### src/rtl/decode_stage.sv
// RV32I/RV64I decode stage: field split, immediate generation, one-hot format; DECODE_ILLEGAL_EN adds out_illegal.
// Latency 1 cycle. A 2-entry skid buffer means in_ready comes only from a register.
// When out is held, one more word is captured in the skid entry and in_ready drops the next cycle.
module decode_stage #(
   parameter int XLEN  = 32,
   parameter int CNT_W = 16,
   localparam int SHW  = (XLEN == 64) ? 6 : 5
) (
   input  logic             clk,
   input  logic             rst_n,
   input  logic             flush,
   input  logic             in_valid,
   output logic             in_ready,
   input  logic [31:0]      in_instr,
   input  logic [XLEN-1:0]  in_pc,
   output logic             out_valid,
   input  logic             out_ready,
   output logic [XLEN-1:0]  out_pc,
   output logic [6:0]       out_opcode,
   output logic [4:0]       out_rd,
   output logic [4:0]       out_rs1,
   output logic [4:0]       out_rs2,
   output logic [2:0]       out_funct3,
   output logic [6:0]       out_funct7,
   output logic [SHW-1:0]   out_shamt,
   output logic [XLEN-1:0]  out_imm,
   output logic [5:0]       out_fmt,
   output logic             out_illegal,
   output logic [CNT_W-1:0] dec_count
);

   localparam logic [6:0] OP_OP     = 7'b0110011;
   localparam logic [6:0] OP_OP32   = 7'b0111011;
   localparam logic [6:0] OP_OPIMM  = 7'b0010011;
   localparam logic [6:0] OP_OPIM32 = 7'b0011011;
   localparam logic [6:0] OP_LOAD   = 7'b0000011;
   localparam logic [6:0] OP_JALR   = 7'b1100111;
   localparam logic [6:0] OP_STORE  = 7'b0100011;
   localparam logic [6:0] OP_BRANCH = 7'b1100011;
   localparam logic [6:0] OP_LUI    = 7'b0110111;
   localparam logic [6:0] OP_AUIPC  = 7'b0010111;
   localparam logic [6:0] OP_JAL    = 7'b1101111;

   localparam logic [5:0] FMT_R = 6'b000001;
   localparam logic [5:0] FMT_I = 6'b000010;
   localparam logic [5:0] FMT_S = 6'b000100;
   localparam logic [5:0] FMT_B = 6'b001000;
   localparam logic [5:0] FMT_U = 6'b010000;
   localparam logic [5:0] FMT_J = 6'b100000;

   typedef struct packed {
      logic [XLEN-1:0] pc;
      logic [6:0]      opcode;
      logic [4:0]      rd;
      logic [4:0]      rs1;
      logic [4:0]      rs2;
      logic [2:0]      funct3;
      logic [6:0]      funct7;
      logic [SHW-1:0]  shamt;
      logic [XLEN-1:0] imm;
      logic [5:0]      fmt;
   } dec_t;

   dec_t        dec_d;
   dec_t        out_q;
   dec_t        skid_q;
   logic        out_vld;
   logic        skid_vld;
   logic [31:0] imm32;
   logic [6:0]  op;

   assign op = in_instr[6:0];

   // Immediates are built at 32 bits and then sign-extended, so one path serves both XLENs.
   always_comb begin
      dec_d        = '0;
      imm32        = '0;
      dec_d.pc     = in_pc;
      dec_d.opcode = op;
      dec_d.rd     = in_instr[11:7];
      dec_d.rs1    = in_instr[19:15];
      dec_d.rs2    = in_instr[24:20];
      dec_d.funct3 = in_instr[14:12];
      dec_d.funct7 = in_instr[31:25];
      case (op)
         OP_OP, OP_OP32: dec_d.fmt = FMT_R;
         OP_OPIMM, OP_LOAD, OP_JALR, OP_OPIM32: begin
            dec_d.fmt = FMT_I;
            dec_d.rs2 = '0;
            imm32     = {{20{in_instr[31]}}, in_instr[31:20]};
            if ((op == OP_OPIMM || op == OP_OPIM32) && in_instr[13:12] == 2'b01)
               dec_d.shamt = in_instr[20 +: SHW];
            else
               dec_d.funct7 = '0;
         end
         OP_STORE: begin
            dec_d.fmt    = FMT_S;
            dec_d.rd     = '0;
            dec_d.funct7 = '0;
            imm32        = {{20{in_instr[31]}}, in_instr[31:25], in_instr[11:7]};
         end
         OP_BRANCH: begin
            dec_d.fmt    = FMT_B;
            dec_d.rd     = '0;
            dec_d.funct7 = '0;
            imm32        = {{20{in_instr[31]}}, in_instr[7], in_instr[30:25], in_instr[11:8], 1'b0};
         end
         OP_LUI, OP_AUIPC, OP_JAL: begin
            dec_d.fmt    = (op == OP_JAL) ? FMT_J : FMT_U;
            dec_d.rs1    = '0;
            dec_d.rs2    = '0;
            dec_d.funct3 = '0;
            dec_d.funct7 = '0;
            if (op == OP_JAL)
               imm32 = {{12{in_instr[31]}}, in_instr[19:12], in_instr[20], in_instr[30:21], 1'b0};
            else
               imm32 = {in_instr[31:12], 12'b0};
         end
         default: ;
      endcase
      dec_d.imm = XLEN'($signed(imm32));
   end

   logic in_fire;
   logic out_fire;
   logic out_free;
   logic ld_skid2out;
   logic ld_in2out;
   logic ld_in2skid;

   assign in_ready    = !skid_vld;
   assign in_fire     = in_valid && !skid_vld;
   assign out_fire    = out_vld && out_ready;
   assign out_free    = !out_vld || out_ready;
   assign ld_skid2out = !flush && out_free && skid_vld;
   assign ld_in2out   = !flush && out_free && !skid_vld && in_fire;
   assign ld_in2skid  = !flush && !out_free && in_fire;

   always_ff @(posedge clk or negedge rst_n) begin
      if (!rst_n) begin
         out_q    <= '0;
         skid_q   <= '0;
         out_vld  <= 1'b0;
         skid_vld <= 1'b0;
      end else if (flush) begin
         out_vld  <= 1'b0;
         skid_vld <= 1'b0;
      end else begin
         if (out_free)
            out_vld <= skid_vld || in_fire;
         if (ld_skid2out) begin
            out_q    <= skid_q;
            skid_vld <= 1'b0;
         end else if (ld_in2out) begin
            out_q <= dec_d;
         end
         if (ld_in2skid) begin
            skid_q   <= dec_d;
            skid_vld <= 1'b1;
         end
      end
   end

   always_ff @(posedge clk or negedge rst_n) begin
      if (!rst_n)
         dec_count <= '0;
      else if (out_fire && dec_count != {CNT_W{1'b1}})
         dec_count <= dec_count + CNT_W'(1);
   end

`ifdef DECODE_ILLEGAL_EN
   logic ill_d;
   logic ill_out;
   logic ill_skid;

   // RV64-only word opcodes are rejected when built for RV32.
   assign ill_d = (in_instr[1:0] != 2'b11) || (dec_d.fmt == 6'b0) ||
                  ((XLEN == 32) && (op == OP_OP32 || op == OP_OPIM32));

   always_ff @(posedge clk or negedge rst_n) begin
      if (!rst_n) begin
         ill_out  <= 1'b0;
         ill_skid <= 1'b0;
      end else begin
         if (ld_skid2out)
            ill_out <= ill_skid;
         else if (ld_in2out)
            ill_out <= ill_d;
         if (ld_in2skid)
            ill_skid <= ill_d;
      end
   end

   assign out_illegal = ill_out;
`else
   assign out_illegal = 1'b0;
`endif

   assign out_valid  = out_vld;
   assign out_pc     = out_q.pc;
   assign out_opcode = out_q.opcode;
   assign out_rd     = out_q.rd;
   assign out_rs1    = out_q.rs1;
   assign out_rs2    = out_q.rs2;
   assign out_funct3 = out_q.funct3;
   assign out_funct7 = out_q.funct7;
   assign out_shamt  = out_q.shamt;
   assign out_imm    = out_q.imm;
   assign out_fmt    = out_q.fmt;

endmodule

### config.mk
export PLATFORM = sky130hd
export DESIGN_NAME = decode_stage
export DESIGN_NICKNAME = d
export VERILOG_FILES = /design/src/rtl/decode_stage.sv
export SDC_FILE = /design/constraint.sdc
export NUM_CORES = 1
export LEC_CHECK = 0
export ABC_AREA = 1
export CAP_MARGIN = 20
export CORE_MARGIN = 2
export CORE_UTILIZATION = 40
export DETAILED_ROUTE_END_ITERATION = 16
export HOLD_SLACK_MARGIN = 0.05
export PLACE_DENSITY = 0.66
export SYNTH_ARGS = -nofsm -noshare
export SYNTH_HDL_FRONTEND = slang
export SYNTH_SLANG_ARGS = --single-unit
### constraint.sdc
create_clock -name clk -period 1.6 [get_ports clk]
set_input_delay 0.32 -clock clk [delete_from_list [all_inputs] [get_ports clk]]
set_output_delay 0.32 -clock clk [all_outputs]
set_load 0.005 [all_outputs]
Word level (Yosys, flattened, before mapping):

Cells that the tools add are included.
Widths: inputs -> output; s select.

* add/subtract/negate cells: 1
* equal/unequal tests: 13
* muxes and demuxes: 19
* bitwise logic cells: 1
* reduce and logical (&&, ||, !) cells: 28

Operators by type and width (count)
* $mux 107: 2
* $pmux 32 s4: 1
* $mux 31: 1
* $pmux 6 s5: 1
* $eq 7x6->1 const B: 4
* $mux 5: 5
* $eq 7x5->1 const B: 3
* $eq 7x7->1 const B: 3
* $add 16x1->16 const B: 1
* $ne 16x16->1 const B: 1
* $pmux 7 s2: 1
* $logic_and 1x1->1: 10
* $eq 7x2->1 const B: 1
* $mux 7: 1
* $reduce_or 7->1: 1
* $mux 6: 1
* $mux 1: 5
* $reduce_or 5->1: 1
* $logic_not 1->1: 4
* $reduce_and 2->1: 2
* $reduce_bool 2->1: 2
* $reduce_or 2->1: 2
* $reduce_or 4->1: 1
* $logic_or 1x1->1: 3
* 5 further kinds: 5

* register bits: 232
* input bits: 69
* output and inout bits: 126
* word-level logic and storage cells: 85

Depth between registers and ports, before layout:

Gate-level depths: netlist of run 1.

* depth after elaboration: 7
* mapped depth: 11
* gate-level depth less buffers: 11

Worst setup path before layout of run 1:

Ideal clock, no wire load.

* kind: register to register
* start: register dec_count[0]
* end: register dec_count[9]
* arrival time: 1.460 ns
* required time: 1.477 ns
* setup slack: 0.017 ns
* cell stages (with the launch flop): 10
* path buffers: 1
* period minus slack after synthesis: 1.583 ns
* path through: dfrtp_1 ha_1 nand3_1 nor2_1 nand3_1 nand2_1 buf_2 nor2_1 nand2_1 xor2_1

* cells in the longest elaborated chain, start to end: 2
* elaborated cells between the ends (all ways): 3
* those cells by class: add/sub: 1; eq/ne: 1; reduce/logical: 1

RTL lines
* start, declared: line 29 `output logic [CNT_W-1:0] dec_count`
* start signal, assigned: line 168 `dec_count <= dec_count + CNT_W'(1);`
* parallel branches: the longest is 2 deep, another holds $add 16x1->16

Several ways; the timed one is not identified.
A chain may end at the register's enable or synchronous reset.

Worst setup path in the final report of run 1:

* start: register out_q, in the netlist out_rs1[4]
* end: output out_rs1[4]

RTL lines
* start, declared: line 65 `dec_t out_q;`
* start signal, assigned: line 152 `out_q <= skid_q;`
* end, declared: line 21 `output logic [4:0] out_rs1,`

No word-level cell between the ends.

==> impl_metrics.yaml, run 1 <==
logic_synthesis:
  synth.cell_area_sq_um: 10700
  syn_nets: 1416
  syn_avg_cell_area_sq_um: 7.95
  synthTopCellsByCount: "nand2_1 (335), dfrtp_1 (232), nor2_1 (193), o21ai_0 (190), inv_1 (109)"
  synth_top_cell_area_share_pct: 54.2
  synth_edf_count: 0
  yosysMostFrequentCell: "nand2_1"
  ys_seq_area_share_pct: 54.2
  netlist_instances: 1346
  synth_ff_type: "dfrtp_1"
  yosys_warnings: 0
  async_flop_share_pct: 100
  yosysTopAreaCell: "dfrtp_1"
  synth.area.top_cells: "dfrtp_1 (54%), nand2_1 (12%), o21ai_0 (8.9%), nor2_1 (6.8%), inv_1 (3.8%)"
  ys_types: 30
  synth-seq-cells: 232
sta:
  post-route-period-util_pct: 97.2
  setup_viol: 0
  finClkSkew_ps: 9.62
  rsz0062_at_grt: "true"
  slew_violations: 0
  period_needed_ps: 1550
  fmax_mhz: 643
  fin_hold_ws_ps: 119
  finalHoldViolCount: 0
finish:
  n_antenna_cell: 0
  drive_gt1_share_pct: 14.8
  instances_no_fill: 1979
  fin_nets: 1694
  syn_to_final_growth_pct: 42.3
global_route:
  grt_pass1_vias: 9972
  grt-ovfl-total: 0
  grt_antenna_before_repair: 0
  grt_max_degree: 57
  grt_pass1_wl_um: 53200
  grtUsageTotal_pct: 23.3
worst_setup_path:
  cp_data_required_time_ps: 1280
  worstPathMaxFanout: 2
  path_buf_inv: 1
  critPathArrivalTime_ps: 1230
  r2r_start: "out_valid"
  critPathMaxStageDelay_ps: 430
  crit_chain: "dlygate4sd2_1"
  startpoint: "out_rs1[4]"
  start_kind: "flip-flop"
  end_kind: "output port"
  crit_type: "reg -> out"
  cp_top_family: "flip-flops"
  worst_path_max_delay_cell: "dfrtp_1"
floorplanning:
  design.die.area_sq_um: 28100
  start_util_pct: 41.0
  fp-row-count: 59
  die_w_um: 168
  io_pins: 195
  core-area_sq_um: 26100
  die_h_um: 168
pwr:
  seqPwrFrac_pct: 44.0
  vdd_drop_max_uv: 648
  leakage_uw: 0.00799
  powerDensity_nw_per_um2: 1110
  power_frac_comb_pct: 17.3
  p_clk_share_pct: 38.6
  cell_internal_pwr_uw: 12400
  switchingPower_uw: 4480
  p_sw_share_pct: 26.5
min_path:
  hold_class: "in -> reg"
  holdCritStartpoint: "in_instr[1]"
clock_tree:
  cts_tree: "built"
  path_clk_slew_ps: 60
  clock_path_buffers: 3
  clock_sinks: 232
  cts-root-buf: "clkbuf_16"
  cts_buffers: 27
  cts_max_level: 1
  clock_latency_ps: 520
outcome:
  status: "finished, final reports clean"
route:
  drt_iter0_drc: 826
  finalWirelength_um: 33600
  dr.pass1.iters: 5
  drtAntennaViolNets: 0
  via_per_inst: 5.12
  wire_per_inst_um: 17.0
  drc_errors: 0
  dr_total_vias: 10142
flow_run:
  max_cap_viol_count: 0
placed_design:
  dp.cells: 1888
  portBuffers: 193
  gp_congestion: 0.853
  hpwl_um: 21600
cells by family after synthesis:
logic type / after synthesis / share of synthesized area, %
and+or+nand+nor: 621 / 23.3
DFF: 232 / 54.2
xor gates and xnor gates: 14 / 1.15
buffers and inverters: 194 / 7.42
adders and majority gates: 1 / 0.117
other: 1 / 0.0350
AOI/OAI and AO/OA: 283 / 13.8
metrics by stage:
stage               instance area [sq um]  setup WS (ps)  setup TNS (ps)  power [uW]  utilization [%]
detailed placement                  13700           -765          -99500       10500             52.5
global placement                    13700           -705          -89270       10400             52.5
CTS                                 14900          -67.7            -831       16900             57.1
global route                        15200          -29.3            -178       17700             58.3
finish                              15200           45.5               0       16900             58.3
floorplan                           10700           17.2               0        8690                -
state kept, by name (all words and copies together), names as in the netlist:
name	cells
out_rd	5
out_pc	32
out_rs1	5
skid_vld	1
out_funct3	3
dec_count	16
out_opcode	7
out_valid	1
skid_q	107
out_imm	32
out_shamt	5
out_funct7	7
out_fmt	6
out_rs2	5
cell usage in the layout, fill, tap and decap left out, types with 2 or more instances in the layout:
cell type,n
clkdlybuf4s50_1,61
inv_1,101
buf_4,98
nor2_1,184
dlymetal6s2s_1,6
inv_2,9
xor2_1,10
buf_12,22
a21oi_1,44
clkinv_8,2
buf_6,7
o211ai_1,2
a31oi_1,32
clkbuf_1,3
nor2_2,2
clkbuf_16,30
nor2_4,13
nand3_1,58
nand3_2,3
clkinv_2,7
bufinv_16,4
nand4_1,4
dfrtp_1,232
nand2_1,326
o21ai_1,33
buf_8,2
nor3_2,2
clkdlybuf4s15_1,2
nand2_2,10
a21oi_2,3
dlygate4sd2_1,118
clkbuf_8,8
clkbuf_2,5
nor3_1,11
o21ai_0,165
nand3_4,4
buf_16,4
xnor2_1,4
final timing paths:
path / endpoint / slack (ps) / cells past startpoint
max: out_rs1[4] / 50 / 1
min: skid_q[69] / 120 / 3
max reg2reg: out_opcode[5] / 70 / 9
min reg2reg: out_imm[27] / 470 / 2
max in group asynchronous: skid_q[101] / 790 / 3
min in group asynchronous: out_imm[16] / 230 / 2
power groups by stage:
| stage | combinational (uW) | clock (uW) | sequential, uW |
|---|---|---|---|
| after floorplan | 1200 | 0 | 7500 |
| after global placement | 2870 | 0 | 7530 |
| after detailed placement | 2940 | 0 | 7570 |
| after CTS | 2860 | 6610 | 7440 |
| after global routing | 3280 | 6890 | 7570 |
| final | 2930 | 6540 | 7460 |
what timing repair did:
| action | 4_1_cts | 5_1_grt |
|---|---|---|
| endpoints found under the hold margin | 232 | 0 |
| cloned | 4 | 4 |
| pin swaps | 3 | 12 |
| buffers inserted | 25 | 8 |
| endpoints found under the setup margin | 199 | 190 |
| resized for setup | 157 | 84 |
| hold buffers | 1 | 0 |
final cells by class:
class	count	area [sq um]
Inverter	113	454
Timing Repair Buffer	330	3280
Clock inverter	11	155
Clock buffer	38	797
Multi-Input combinational cell	920	4320
Tap cell	335	419
Sequential cell	232	5810
Fill cell	2315	10900
layer usage:
| layer | share of wire, % | GRT usage, % | vias to the layer above |
|---|---|---|---|
| met5 | 0 | 0 | - |
| met4 | 2.7 | 6.50 | 0 |
| met3 | 6.6 | 3.52 | 57 |
| met2 | 48 | 38.3 | 341 |
| met1 | 43 | 32.4 | 4866 |
| li1 | - | - | 4878 |
No activity file was read; power rests on OpenSTA's default activity.
==> run 2, diff against run 1 <==
ABC_AREA = unset   (was 1)
CORE_MARGIN = unset   (was 2)
CTS_CLUSTER_SIZE = 25   (was unset)
==> run 2 against run 1 <==
Net effect: the flow now finishes with violations (setup timing); synthesized cell count is 17% lower; critical path depth grew 5; power shrank 0.75%; worst setup slack got worse by 120 ps; combinational power is 17% higher.
==> impl_metrics.yaml, run 2 <==
sta:
  rsz0062_at_grt: "true"
  worst_slack_ps: -69.8
  period_needed_ps: 1670
  worstMarginPinSlew_ps: 507
  post-route-period-util_pct: 104
  totalNegativeSetupSlack_ps: -1180
  finalHoldViolCount: 0
  fmax_mhz: 599
  slew_headroom_pct: 66.0
  setup_viol: 47
  slew_violations: 0
  finClkSkew_ps: 8.90
finish:
  mostFrequentLayoutCells: "nand2_1 (291), dfrtp_1 (231), buf_4 (141)"
  instances_no_fill: 1820
  multi_input_area_sq_um: 4940
  drive_gt1_share_pct: 26.9
  syn_to_final_growth_pct: 54.8
  ff_latch_area_sq_um: 5810
  largest_reg_flops: 107
  fin_nets: 1538
  layout_commonest_cell: "nand2_1"
  regMostFlops: "skid_q"
  fillers: 2097
outcome:
  violations: "setup timing"
  status: "finished, violations left"
global_route:
  grt-ovfl-total: 0
  grt_pass1_vias: 9502
  grt_pass1_wl_um: 50900
  grtUsageTotal_pct: 24.1
  grt_antenna_before_repair: 4
  grt_max_degree: 65
worst_setup_path:
  startpoint: "dec_count[5]"
  crit_type: "reg -> reg"
  r2r_start: "dec_count[5]"
  worstPathMaxFanout: 6
  critPathArrivalTime_ps: 2120
  end_kind: "flip-flop"
  cp_data_required_time_ps: 2050
  start_kind: "flip-flop"
pwr:
  p_clk_share_pct: 35.4
  power_frac_comb_pct: 20.4
  leakage_uw: 0.00756
  cell_internal_pwr_uw: 12100
  vdd_drop_max_uv: 697
  seqPwrFrac_pct: 44.2
  powerDensity_nw_per_um2: 1040
  switchingPower_uw: 4660
  p_sw_share_pct: 27.7
clock_tree:
  clock_sinks: 232
  cts-root-buf: "clkbuf_16"
  clock_path_buffers: 3
  cts_tree: "built"
  clock_latency_ps: 530
  path_clk_slew_ps: 60
  cts_max_level: 1
  cts_buffers: 26
logic_synthesis:
  netlist_instances: 1119
  yosys_warnings: 0
  ys_seq_area_share_pct: 55.5
  synth.area.top_cells: "dfrtp_1 (55%), nand2_1 (11%), o21ai_0 (4.5%), a21oi_1 (2.6%), o22ai_1 (2.5%)"
  yosysTopAreaCell: "dfrtp_1"
  yosysMostFrequentCell: "nand2_1"
  synth_ff_type: "dfrtp_1"
  ys_types: 61
  synth_top_cell_area_share_pct: 55.5
  syn_avg_cell_area_sq_um: 9.35
  synth_edf_count: 0
  synth-seq-cells: 232
  async_flop_share_pct: 100
  synth.cell_area_sq_um: 10500
  synthTopCellsByCount: "nand2_1 (295), dfrtp_1 (232), o21ai_0 (95), a21oi_1 (54), clkbuf_1 (50)"
  syn_nets: 1189
route:
  via_per_inst: 5.57
  wire_per_inst_um: 19.7
  drtAntennaViolNets: 0
  drc_errors: 0
  dr.pass1.iters: 4
  dr_total_vias: 10129
  drt_iter0_drc: 1101
  finalWirelength_um: 35900
placed_design:
  hpwl_um: 21600
  gp_congestion: 0.832
  portBuffers: 193
  dp.cells: 1701
  pre_cts_ws_ps: -688
floorplanning:
  die_h_um: 164
  start_util_pct: 41.2
  core-area_sq_um: 25400
  design.die.area_sq_um: 26800
  fp-row-count: 58
  die_w_um: 164
  io_pins: 195
min_path:
  hold_class: "in -> async"
flow_run:
  max_cap_viol_count: 0
run 2: cell count changes after synthesis, sizes merged, moves of 21 or more:
cell | previous run | this run
o21ai | 200 | 108
inv | 113 | 5
o211ai | 2 | 23
nand2 | 338 | 296
nor2 | 199 | 47
a211oi | 0 | 32
nor3 | 13 | 36
nand3 | 65 | 22
o22ai | 1 | 41
run 2: final timing paths:
| path | endpoint | slack (ps) | depth (start not counted) |
|---|---|---|---|
| setup / recovery | dec_count[13] | -70 | 6 |
| hold / removal | dec_count[13] | 290 | 2 |
| setup reg to reg | dec_count[13] | -70 | 6 |
| hold reg to reg | skid_q[66] | 470 | 2 |
| max in group asynchronous | out_pc[27] | 660 | 3 |
| min in group clk | skid_q[69] | 290 | 4 |
run 2: kinds of logic after synthesis:
group	count (synthesis)	synth area share (%)
multiplexers	5	0.526
other	1	0.0358
adder cells (fa/ha/maj)	1	0.120
AO/OA/AOI/OAI	322	19.8
buffers and inverters	95	3.97
flip-flops	232	55.5
AND/OR/NAND/NOR	450	19.0
XOR/XNOR	13	1.09
run 2: final cells by class:
cell class                      instances  area share (%)
Timing Repair Buffer                  408            25.6
Clock buffer                           38            4.79
Sequential cell                       232            35.8
Multi-Input combinational cell        795            30.5
Antenna cell                            4          0.0618
Clock inverter                          8           0.487
Inverter                                5           0.131
Tap cell                              330            2.55
run 2: routing by layer:
layer	global-route usage [%]	vias to the layer above	part of all wire (%)
met4	6.94	0	2.3
li1	-	4654	-
met3	4.67	60	7.2
met2	38.5	411	47
met5	0	-	0
met1	33.3	5004	43
run 2: power groups by stage:
stage          clock network [uW]  logic, uW  registers (uW)
6_report                     5950       3430            7420
5_1_grt                      6260       3760            7530
4_1_cts                      6010       3260            7380
3_5_place_dp                    0       3170            7480
3_3_place_gp                    0       3090            7460
2_1_floorplan                   0       1210            7440
run 2: repair_timing:
item                       CTS  global route
setup endpoints to repair  263           160
cloned                       3            21
hold buffers                 1             0
buffers inserted            31            15
resized for setup          200           108
pin swaps                   15            48
hold endpoints to repair    43             0
run 2: through the flow:
| step | power, uW | utilization (%) | hold slack [ps] | area [sq um] |
|---|---|---|---|---|
| after floorplan | 8650 | - | 24.4 | 10900 |
| after global placement | 10500 | 55.4 | 267 | 14100 |
| after detailed placement | 10700 | 55.4 | 271 | 14100 |
| after CTS | 16700 | 60.3 | 302 | 15300 |
| after global routing | 17500 | 63.8 | 313 | 16200 |
| final | 16800 | 63.8 | 289 | 16200 |
run 2: worst max-delay path, stage by stage, from the launching register on:
cell and delay [ps]:
dfrtp_1 360, buf_4 110, nand4_1 170, or3_4 460, buf_4 170, nor4_4 130, xor2_1 180
==> run 3, diff against run 2 <==
CAP_MARGIN = 10   (was 20)
CORE_UTILIZATION = 30   (was 40)
PLACE_DENSITY = unset   (was 0.66)
SLEW_MARGIN = 20   (was unset)
==> run 3 against run 2 <==
Net effect: the run still ends with setup timing left; worst setup slack worse by 39 ps; clock power about the same; sequential power increased by 1%; highest routed layer unchanged; via count up 3.8%; sequential share of layout area decreased by 3.2 points; sequential cell count did not move; critical endpoint is now out_fmt[4].
==> impl_metrics.yaml, run 3 (synthesized netlist as in run 2, its figures left out) <==
outcome:
  status: "finished, violations left"
  violations: "setup timing"
clock_tree:
  cts_buffers: 26
  cts_tree: "built"
  cts-root-buf: "clkbuf_16"
  clock_sinks: 232
  clock_path_buffers: 3
  clock_latency_ps: 540
  cts_max_level: 1
  path_clk_slew_ps: 60
min_path:
  hold_class: "in -> reg"
finish:
  drive_gt1_share_pct: 37.4
  syn_to_final_growth_pct: 70.2
  n_antenna_cell: 0
  layout_commonest_cell: "dfrtp_1"
  regMostFlops: "skid_q"
  largest_reg_flops: 107
  fin_nets: 1578
  mostFrequentLayoutCells: "dfrtp_1 (232), nand2_1 (228), buf_4 (143)"
global_route:
  grt_max_degree: 61
  grt_pass1_wl_um: 56400
  grt-ovfl-total: 0
  grtUsageTotal_pct: 20.2
  grt_pass1_vias: 9745
  grt_antenna_before_repair: 0
worst_setup_path:
  start_kind: "flip-flop"
  worstPathMaxFanout: 8
  end_kind: "flip-flop"
  critPathArrivalTime_ps: 2170
  crit_type: "reg -> reg"
  cp_data_required_time_ps: 2060
sta:
  fin_hold_ws_ps: 244
  worst_slack_ps: -109
  setup_viol: 175
  slew_violations: 0
  finClkSkew_ps: 11.8
  post-route-period-util_pct: 107
  rsz0062_at_grt: "true"
  finalHoldViolCount: 0
  period_needed_ps: 1710
  fmax_mhz: 585
flow_run:
  max_cap_viol_count: 0
pwr:
  power.total_uw: 17300
  power_frac_comb_pct: 22.4
  p_clk_share_pct: 34.2
  switchingPower_uw: 4960
  seqPwrFrac_pct: 43.4
  p_sw_share_pct: 28.7
  vdd_drop_max_uv: 711
  cell_internal_pwr_uw: 12300
  leakage_uw: 0.00809
  powerDensity_nw_per_um2: 972
placed_design:
  gp_congestion: 0.817
  hpwl_um: 22900
  portBuffers: 193
floorplanning:
  fp-row-count: 68
  die_h_um: 189
  core-area_sq_um: 34500
  die_w_um: 189
  design.die.area_sq_um: 35600
  start_util_pct: 30.4
  io_pins: 195
route:
  via_per_inst: 5.31
  dr_total_vias: 10509
  drt_iter0_drc: 710
  wire_per_inst_um: 21.5
  drtAntennaViolNets: 0
  finalWirelength_um: 42600
  dr.pass1.iters: 5
  drc_errors: 0
## run 3: metal layers
layer	part of all wire [%]	global-route usage (%)	wire (um)	vias up
met1	44	28.5	18700	5236
met3	6.4	2.96	2720	72
met4	2.2	5.06	946	0
li1	-	-	-	4751
met2	48	32.5	20300	450
met5	0	0	0	-
## run 3: final timing paths
kind,depth (start not counted),startpoint,endpoint,slack [ps]
min reg2reg,2,out_pc[24],out_pc[24],470
max,9,skid_vld,out_fmt[4],-110
max reg2reg,9,skid_vld,out_fmt[4],-110
min in group asynchronous,2,rst_n,out_pc[13],260
max in group asynchronous,3,rst_n,skid_q[36],620
min,4,in_instr[1],skid_q[69],240
## run 3: worst max-delay path: stages (launching register included)
cell and delay, ps:
dfrtp_1 360, buf_6 120, buf_4 110, buf_6 110
nand2b_4 90, nor2_4 230, buf_12 200, buf_12 160
o22ai_2 110, o21ai_1 120
## run 3: area by class of cell
class | count | area, sq um
fillers | 3022 | 16700
clock buffers | 38 | 777
inverters | 5 | 18.8
clock inverters | 5 | 50.0
well taps | 455 | 569
flip-flops and latches | 232 | 5810
multi-input cells | 795 | 5680
repair buffers | 448 | 4900
## run 3: stage by stage
step	instance area (sq um)	setup WS (ps)	TNS, ps	instances	utilization [%]
floorplan	10900	-170	-19710	1119	-
global placement	14300	-672	-113990	1837	41.4
detailed placement	14300	-678	-114520	1837	41.4
CTS	16100	-101	-5550	1934	46.8
global route	17800	-186	-20340	1978	51.7
finish	17800	-109	-8350	1978	51.7
## run 3: repair_timing
| item | in CTS | in global routing |
|---|---|---|
| gates resized for setup | 264 | 296 |
| hold buffers | 1 | 0 |
| setup buffers | 37 | 26 |
| endpoints found under the setup margin | 276 | 239 |
| gates cloned | 17 | 35 |
| hold endpoints to repair | 59 | 0 |
| pin swaps | 18 | 106 |
## run 3: power groups by stage
stage	registers (uW)	logic, uW	clock network (uW)
floorplan	7440	1210	0
global placement	7450	3130	0
detailed placement	7470	3200	0
CTS	7390	3390	6020
global route	7610	4190	6280
finish	7520	3880	5920
